--- config.mk ---
export PLATFORM = sky130hd
export DESIGN_NAME = pq_ctrl
export DESIGN_NICKNAME = d
export VERILOG_FILES = /design/src/rtl/pq_ctrl.sv
export SDC_FILE = /design/constraint.sdc
export NUM_CORES = 1
export LEC_CHECK = 0
export CORE_MARGIN = 2
export CORE_UTILIZATION = 32
export DETAILED_ROUTE_END_ITERATION = 8
export PLACE_DENSITY_LB_ADDON = 0.05
export SETUP_SLACK_MARGIN = 0.15
export SYNTH_ARGS = -nofsm -noshare
export SYNTH_HDL_FRONTEND = slang
export SYNTH_SLANG_ARGS = --single-unit
--- constraint.sdc ---
create_clock -name ck -period 2.1 [get_ports ck]
set_input_delay 0.21 -clock ck [delete_from_list [all_inputs] [get_ports ck]]
set_output_delay 0.21 -clock ck [all_outputs]
set_load 0.01 [all_outputs]
--- src/rtl/pq_ctrl.sv ---
// Valid/ready front-end for the sorted priority queue: arbitrates insert/pop
// requests, issues one single-cycle queue command per grant, tracks occupancy.
module pq_ctrl #(
  parameter int WIDTH = 1,
  parameter int DEPTH = 6,
  parameter int CW    = $clog2(DEPTH + 1)
) (
  input  logic             ck,
  input  logic             r,
  input  logic             flush,
  input  logic             ins_valid,
  input  logic [WIDTH-1:0] ins_data,
  output logic             ins_ready,
  input  logic             pop_valid,
  output logic             pop_ready,
  output logic             rsp_valid,
  output logic [WIDTH-1:0] rsp_data,
  output logic [CW-1:0]    count,
  output logic             full,
  output logic             empty,
  output logic [WIDTH-1:0] q_newVal,
  output logic             q_loadIn,
  output logic             q_shiftOut,
  output logic             q_clear,
  input  logic [WIDTH-1:0] q_top
);

  typedef enum logic [1:0] {IDLE, LOAD, SHIFT, CLR} state_t;

  state_t           state, state_nxt;
  logic             last_pop;
  logic [WIDTH-1:0] data_q;
  logic             pop_elig, ins_elig;
  logic             grant_pop, grant_ins;

  assign full      = (count == CW'(DEPTH));
  assign empty     = (count == '0);
  assign q_newVal  = data_q;
  assign ins_ready = grant_ins;
  assign pop_ready = grant_pop;

  always_comb begin
    state_nxt  = IDLE;
    grant_pop  = 1'b0;
    grant_ins  = 1'b0;
    q_loadIn   = 1'b0;
    q_shiftOut = 1'b0;
    q_clear    = 1'b0;
    pop_elig   = pop_valid & ~empty;
    ins_elig   = ins_valid & ~full;
    unique case (state)
      IDLE: begin
        // Round-robin on contention: last_pop flips the winner each grant
        if (flush) begin
          state_nxt = CLR;
        end else if (pop_elig && (!ins_elig || !last_pop)) begin
          grant_pop = 1'b1;
          state_nxt = SHIFT;
        end else if (ins_elig) begin
          grant_ins = 1'b1;
          state_nxt = LOAD;
        end
      end
      LOAD:  q_loadIn   = 1'b1;
      SHIFT: q_shiftOut = 1'b1;
      CLR:   q_clear    = 1'b1;
      default: state_nxt = IDLE;
    endcase
  end

  always_ff @(posedge ck or posedge r) begin
    if (r) begin
      state     <= CLR;
      count     <= '0;
      last_pop  <= 1'b0;
      rsp_valid <= 1'b0;
      rsp_data  <= '0;
      data_q    <= '0;
    end else begin
      state     <= state_nxt;
      rsp_valid <= (state == SHIFT);
      if (grant_ins) begin
        data_q   <= ins_data;
        last_pop <= 1'b0;
      end
      if (grant_pop) last_pop <= 1'b1;
      unique case (state)
        LOAD:  count <= count + 1'b1;
        SHIFT: begin
          count    <= count - 1'b1;
          rsp_data <= q_top;
        end
        CLR:   count <= '0;
        default: ;
      endcase
    end
  end

endmodule

======== Yosys cells after proc, flatten, opt, wreduce, memory -nomap -nowiden ========
Index checks and enable logic that the tools add are counted.
cells by class
  div/mod/pow operators ................... 0
  bitwise gates (word level) .............. 4
  reductions and logical operators ........ 8
  $add $sub $neg .......................... 2
  eq/ne operators ......................... 4
  shift operators ......................... 0
  order comparisons ....................... 0
  multiply operators ...................... 0
  mux-type cells .......................... 17
operator list
  operator                                                               number
  1-bit 2-to-1 mux                                                       13
  3-bit one-hot mux with 3 select lines                                  1
  2-bit 2-to-1 mux                                                       3
  2-bit equality test, second input constant                             2
  3-bit by 1-bit adder with 3-bit output, second input constant          1
  3-bit equality test, second input constant                             1
  3-bit zero test                                                        1
  3-bit nonzero test                                                     1
  3-bit by 1-bit subtractor with 3-bit output, second input constant     1
  1-bit bitwise AND                                                      2
  2-bit by 1-bit equality test with 1-bit output, second input constant  1
  1-bit zero test                                                        2
  2-bit zero test                                                        1
  1-bit NOT                                                              2
  2-bit nonzero test                                                     1
  1-bit logical AND                                                      1
  1-bit logical OR                                                       1
word-level totals
  output and inout port bits .............. 13
  logic and storage cells ................. 41
  memory bits (read-only) ................. 0
  memories kept ........................... 0
  bits in latches ......................... 0
  flip-flop bits (word level) ............. 9
  RAM bits ................................ 0

======== Depth between registers and ports, before layout ========
  depth after elaboration ................. 11
  gate-level depth with buffers ........... 5
  mapped depth without buffers ............ 5

======== Worst setup path after synthesis ========
OpenSTA, ideal clock, no wires.
  kind .................................... reg-to-reg
  start ................................... register state[1]
  end ..................................... register count[2]
  setup slack ............................. 490 ps
  stages on the path, launching flop included .. 6
  buffers on the path ..................... 0
  arrival ................................. 1,477 ps
  data required time ...................... 1,967 ps
  path through ............................ dfstp_2 > nand2b_1 > fa_1 > and3b_1 > nor3_1 > a21oi_1
on the way
  cells in the longest elaborated chain, start to end .. 2
ends and longest elaborated chain
  element                                                                                       line  source
  start, declared                                                                               30    state_t state, state_nxt;
  start signal, assigned                                                                        80    state <= state_nxt;
  2-bit equality test / 2-bit by 1-bit equality test with 1-bit output (equally long branches)  87    unique case (state)
  3-bit one-hot mux with 3 select lines / 3-bit nonzero test (equally long branches)            --
  end signal, assigned                                                                          88    LOAD: count <= count + 1'b1;
  end signal, assigned                                                                          90    count <= count - 1'b1;
  end, declared                                                                                 18    output logic [CW-1:0] count,
Parallel ways exist; a longest one is shown, timed or not.
A chain may end at the register's enable or synchronous reset.

======== Final worst setup path ========
  start ................................... register state[1]
  end ..................................... output q_shiftOut
on the way
  cells in the longest elaborated chain, start to end .. 2
ends and longest elaborated chain
  element              line  source
  2-bit equality test  51    unique case (state)
  1-bit 2-to-1 mux     51
  end, declared        23    output logic q_shiftOut,
Every way passes these cells.

==> flow_metrics.env <==
export IMPL_track_usage=0.142
export IMPL_yosys_area_share_xor_xnor=0
export IMPL_reg2regPathDepth=5
export IMPL_synth_async_sr_flop_share=1.00
export IMPL_routabilityCongestion=0.822
export IMPL_cts_root_buffer="clkbuf_4"
export IMPL_multi_input_area_um2=258
export IMPL_min_period_over_period=0.871
export IMPL_grt_setup_unrepaired="false"
export IMPL_slowest_stage="dfstp_2"
export IMPL_seq_area_um2=228
export IMPL_start_util=0.338
export IMPL_synth_seq_area_share=0.453
export IMPL_irDropWorstVdd_uv=808
export IMPL_rows=14
export IMPL_status="finished, final reports clean"
export IMPL_synth_fa_ha_area_frac=0.0398
export IMPL_hpwl_um=863
export IMPL_clk_pin_slew_worst_paths_ps=60
export IMPL_utilization=0.516
export IMPL_synth_cell_types=30
export IMPL_postRouteAntennaNets=0
export IMPL_swShare=0.381
export IMPL_grt_pass1_vias=434
export IMPL_critical_path_peak_fanout=9
export IMPL_setup_tns_ps=0
export IMPL_cts_tree="built"
export IMPL_grt_pass1_wl_mm=1.90
export IMPL_synth_compound_area_frac=0.149
export IMPL_synth_avg_cell_area_um2=10.1
export IMPL_yosys_top_cells_area="dfrtp_1 35%, dfstp_2 10%, fa_1 4.0%"
export IMPL_synth_most_common_cell="dfrtp_1"
export IMPL_p_seq_frac=0.319
export IMPL_io_buffers=19
export IMPL_die_area_um2=1900
export IMPL_p_int_mw=0.752
export IMPL_crit_path_cell_trace="nand2b_2 > inv_2 > clkdlybuf4s50_1"
export IMPL_yosys_most_used_dff="dfrtp_1"
export IMPL_synth_seq_cells=9
export IMPL_finalWorstSetupSlack_ps=272
export IMPL_numCtsBuffers=3
export IMPL_cts_sinks=9
export IMPL_synth_nets=58
export IMPL_placed_cells=87
export IMPL_p_per_area_nw_per_um2=1580
export IMPL_n_antenna_cell=0
export IMPL_cp_arrival_ps=1620
export IMPL_cts_max_level=1
export IMPL_crit_type="flip-flop to output port"
export IMPL_max_stage_delay_ps=620
export IMPL_avgRoutedWirePerCell_um=12.2
export IMPL_layout_min_cycle_time_ps=1830
export IMPL_top_usage_layer="met1"
export IMPL_p_leak_nw=0.354
export IMPL_pwr_share_clk=0.108
export IMPL_grt_max_degree=11
export IMPL_dpl_instance_area_um2=728
export IMPL_power_frac_comb=0.573
export IMPL_overflow=0
export IMPL_whs_ps=210
export IMPL_switchingPower_mw=0.464
export IMPL_netlist_area_um2=503
export IMPL_met1_usage=0.195
export IMPL_drc=0
export IMPL_synth_edf_count=0
export IMPL_pre_cts_slack_ps=123
export IMPL_coreArea_um2=1490
export IMPL_synth_warnings=0
export IMPL_slew_violations=0
export IMPL_final_hold_viol_count=0
export IMPL_die_w_um=43.6
export IMPL_fillers=138
export IMPL_die_y_um=43.6
export IMPL_end_kind="output port"
export IMPL_final_cells=92
export IMPL_fmax_mhz=547
export IMPL_nNetsFinal=85
export IMPL_drt_iter0_drc=6
export IMPL_grt_antenna_before_repair=0
export IMPL_grtUsageMet2=0.179
export IMPL_syn2layout_area_growth_pct=52.7
export IMPL_synth_simple_area_share=0.239
export IMPL_synth_common_cells="7 x dfrtp_1, 5 x inv_1, 4 x nand2_1, 3 x a21oi_1, 3 x o21ai_0"
export IMPL_drive_gt1_frac=0.237
export IMPL_first_pass_iters=4
export IMPL_grtUsageMet3=0.0750
export IMPL_yosys_area_top_type="dfrtp_1"
export IMPL_vias=459
export IMPL_relSlewSlack=0.776
export IMPL_yosys_mux_area_fraction=0.0746
export IMPL_reg2reg_to="count[2]$_DFFE_PP0P_"
export IMPL_cp_required_ps=1890
export IMPL_synth_top_cell_area_share=0.348
export IMPL_viasPerCell=4.99
export IMPL_finalClockSkew_ps=1.92
export IMPL_netlist_instances=50
export IMPL_maxCapViolCount=0
export IMPL_synth_top_family_by_area="simple AND/OR/NAND/NOR gates"
export IMPL_critPathLaunchType="flip-flop"
export IMPL_setup_violations_final=0
export IMPL_r2r_start="state[1]$_DFF_PP1_"
export IMPL_clock_path_buffers=2
export IMPL_tightestPinTransition_ps=336
export IMPL_total_power_mw=1.22
export IMPL_clk_latency_ps=260
export IMPL_pin_count=20
export IMPL_finalWirelength_mm=1.12
export IMPL_holdCritPathClass="input port to asynchronous set/reset pin"
export IMPL_regToRegSetupSlack_ps=380
export IMPL_fin_area_um2=768
[cell families (layout without fill, tap and decap cells)]
logic type / Yosys count / after routing
multiplexers: 3 / 3
flip-flops: 9 / 9
AO/OA/AOI/OAI: 12 / 12
AND/OR/NAND/NOR: 19 / 19
adder cells (fa/ha/maj): 1 / 1
buffers and inverters: 6 / 32
[worst max path at each step]
stage                         startpoint                    to  slack (ps)  cells after the start
CTS                 count[1]$_DFFE_PP0P_             ins_ready         180                      5
floorplan             state[1]$_DFF_PP1_  count[2]$_DFFE_PP0P_         490                      5
global placement               pop_valid             ins_ready          80                      6
detailed placement             pop_valid             ins_ready         120                      6
global route          state[1]$_DFF_PP1_            q_shiftOut         190                      3
finish                state[1]$_DFF_PP1_            q_shiftOut         270                      3
[worst max-delay path: cells and delay by family (launching register included)]
kind | cells | cell delay [ps]
buffers and inverters | 2 | 610
AND/OR/NAND/NOR | 1 | 130
flip-flops | 1 | 620
[flip-flops by register name (all words and copies together), names as in the netlist]
register and flops:
state 2, q_newVal 1, rsp_valid 1, rsp_data 1, count 3, last_pop 1
[timing repair]
action	in CTS	in global routing
hold buffers	0	0
endpoints found under the setup margin	2	2
buffers inserted	1	0
gates resized for setup	3	2
cloned	0	0
pin swaps	1	0
[power by group through the flow]
stage | clock network (mW) | registers, mW | logic, mW
3_3_place_gp | 0 | 0.385 | 0.688
2_1_floorplan | 0 | 0.399 | 0.350
4_1_cts | 0.141 | 0.385 | 0.703
6_report | 0.132 | 0.388 | 0.697
5_1_grt | 0.151 | 0.405 | 0.773
3_5_place_dp | 0 | 0.384 | 0.694
[layout make-up]
class,instances,area share
clock buffer,4,0.0342
inverter,6,0.0293
multi-input combinational,35,0.336
sequential,9,0.296
tap,16,0.0261
timing repair buffer,22,0.279
[layer usage]
layer	vias up	part of all wire
li1	224	-
met1	214	0.49
met2	19	0.41
met3	2	0.081
met4	0	0.013
met5	-	0
[cells in the final DEF, fill, tap and decap left out, types with 2 or more instances in the layout]
master            n
o21ai_1           2
dfrtp_1           7
buf_4             3
clkdlybuf4s50_1  17
inv_1             5
nand2_1           4
nor3_1            2
a21oi_1           3
dfstp_2           2
o21ai_0           2
nor2b_2           2
clkbuf_4          3
Power figures use the tool's default switching activity.
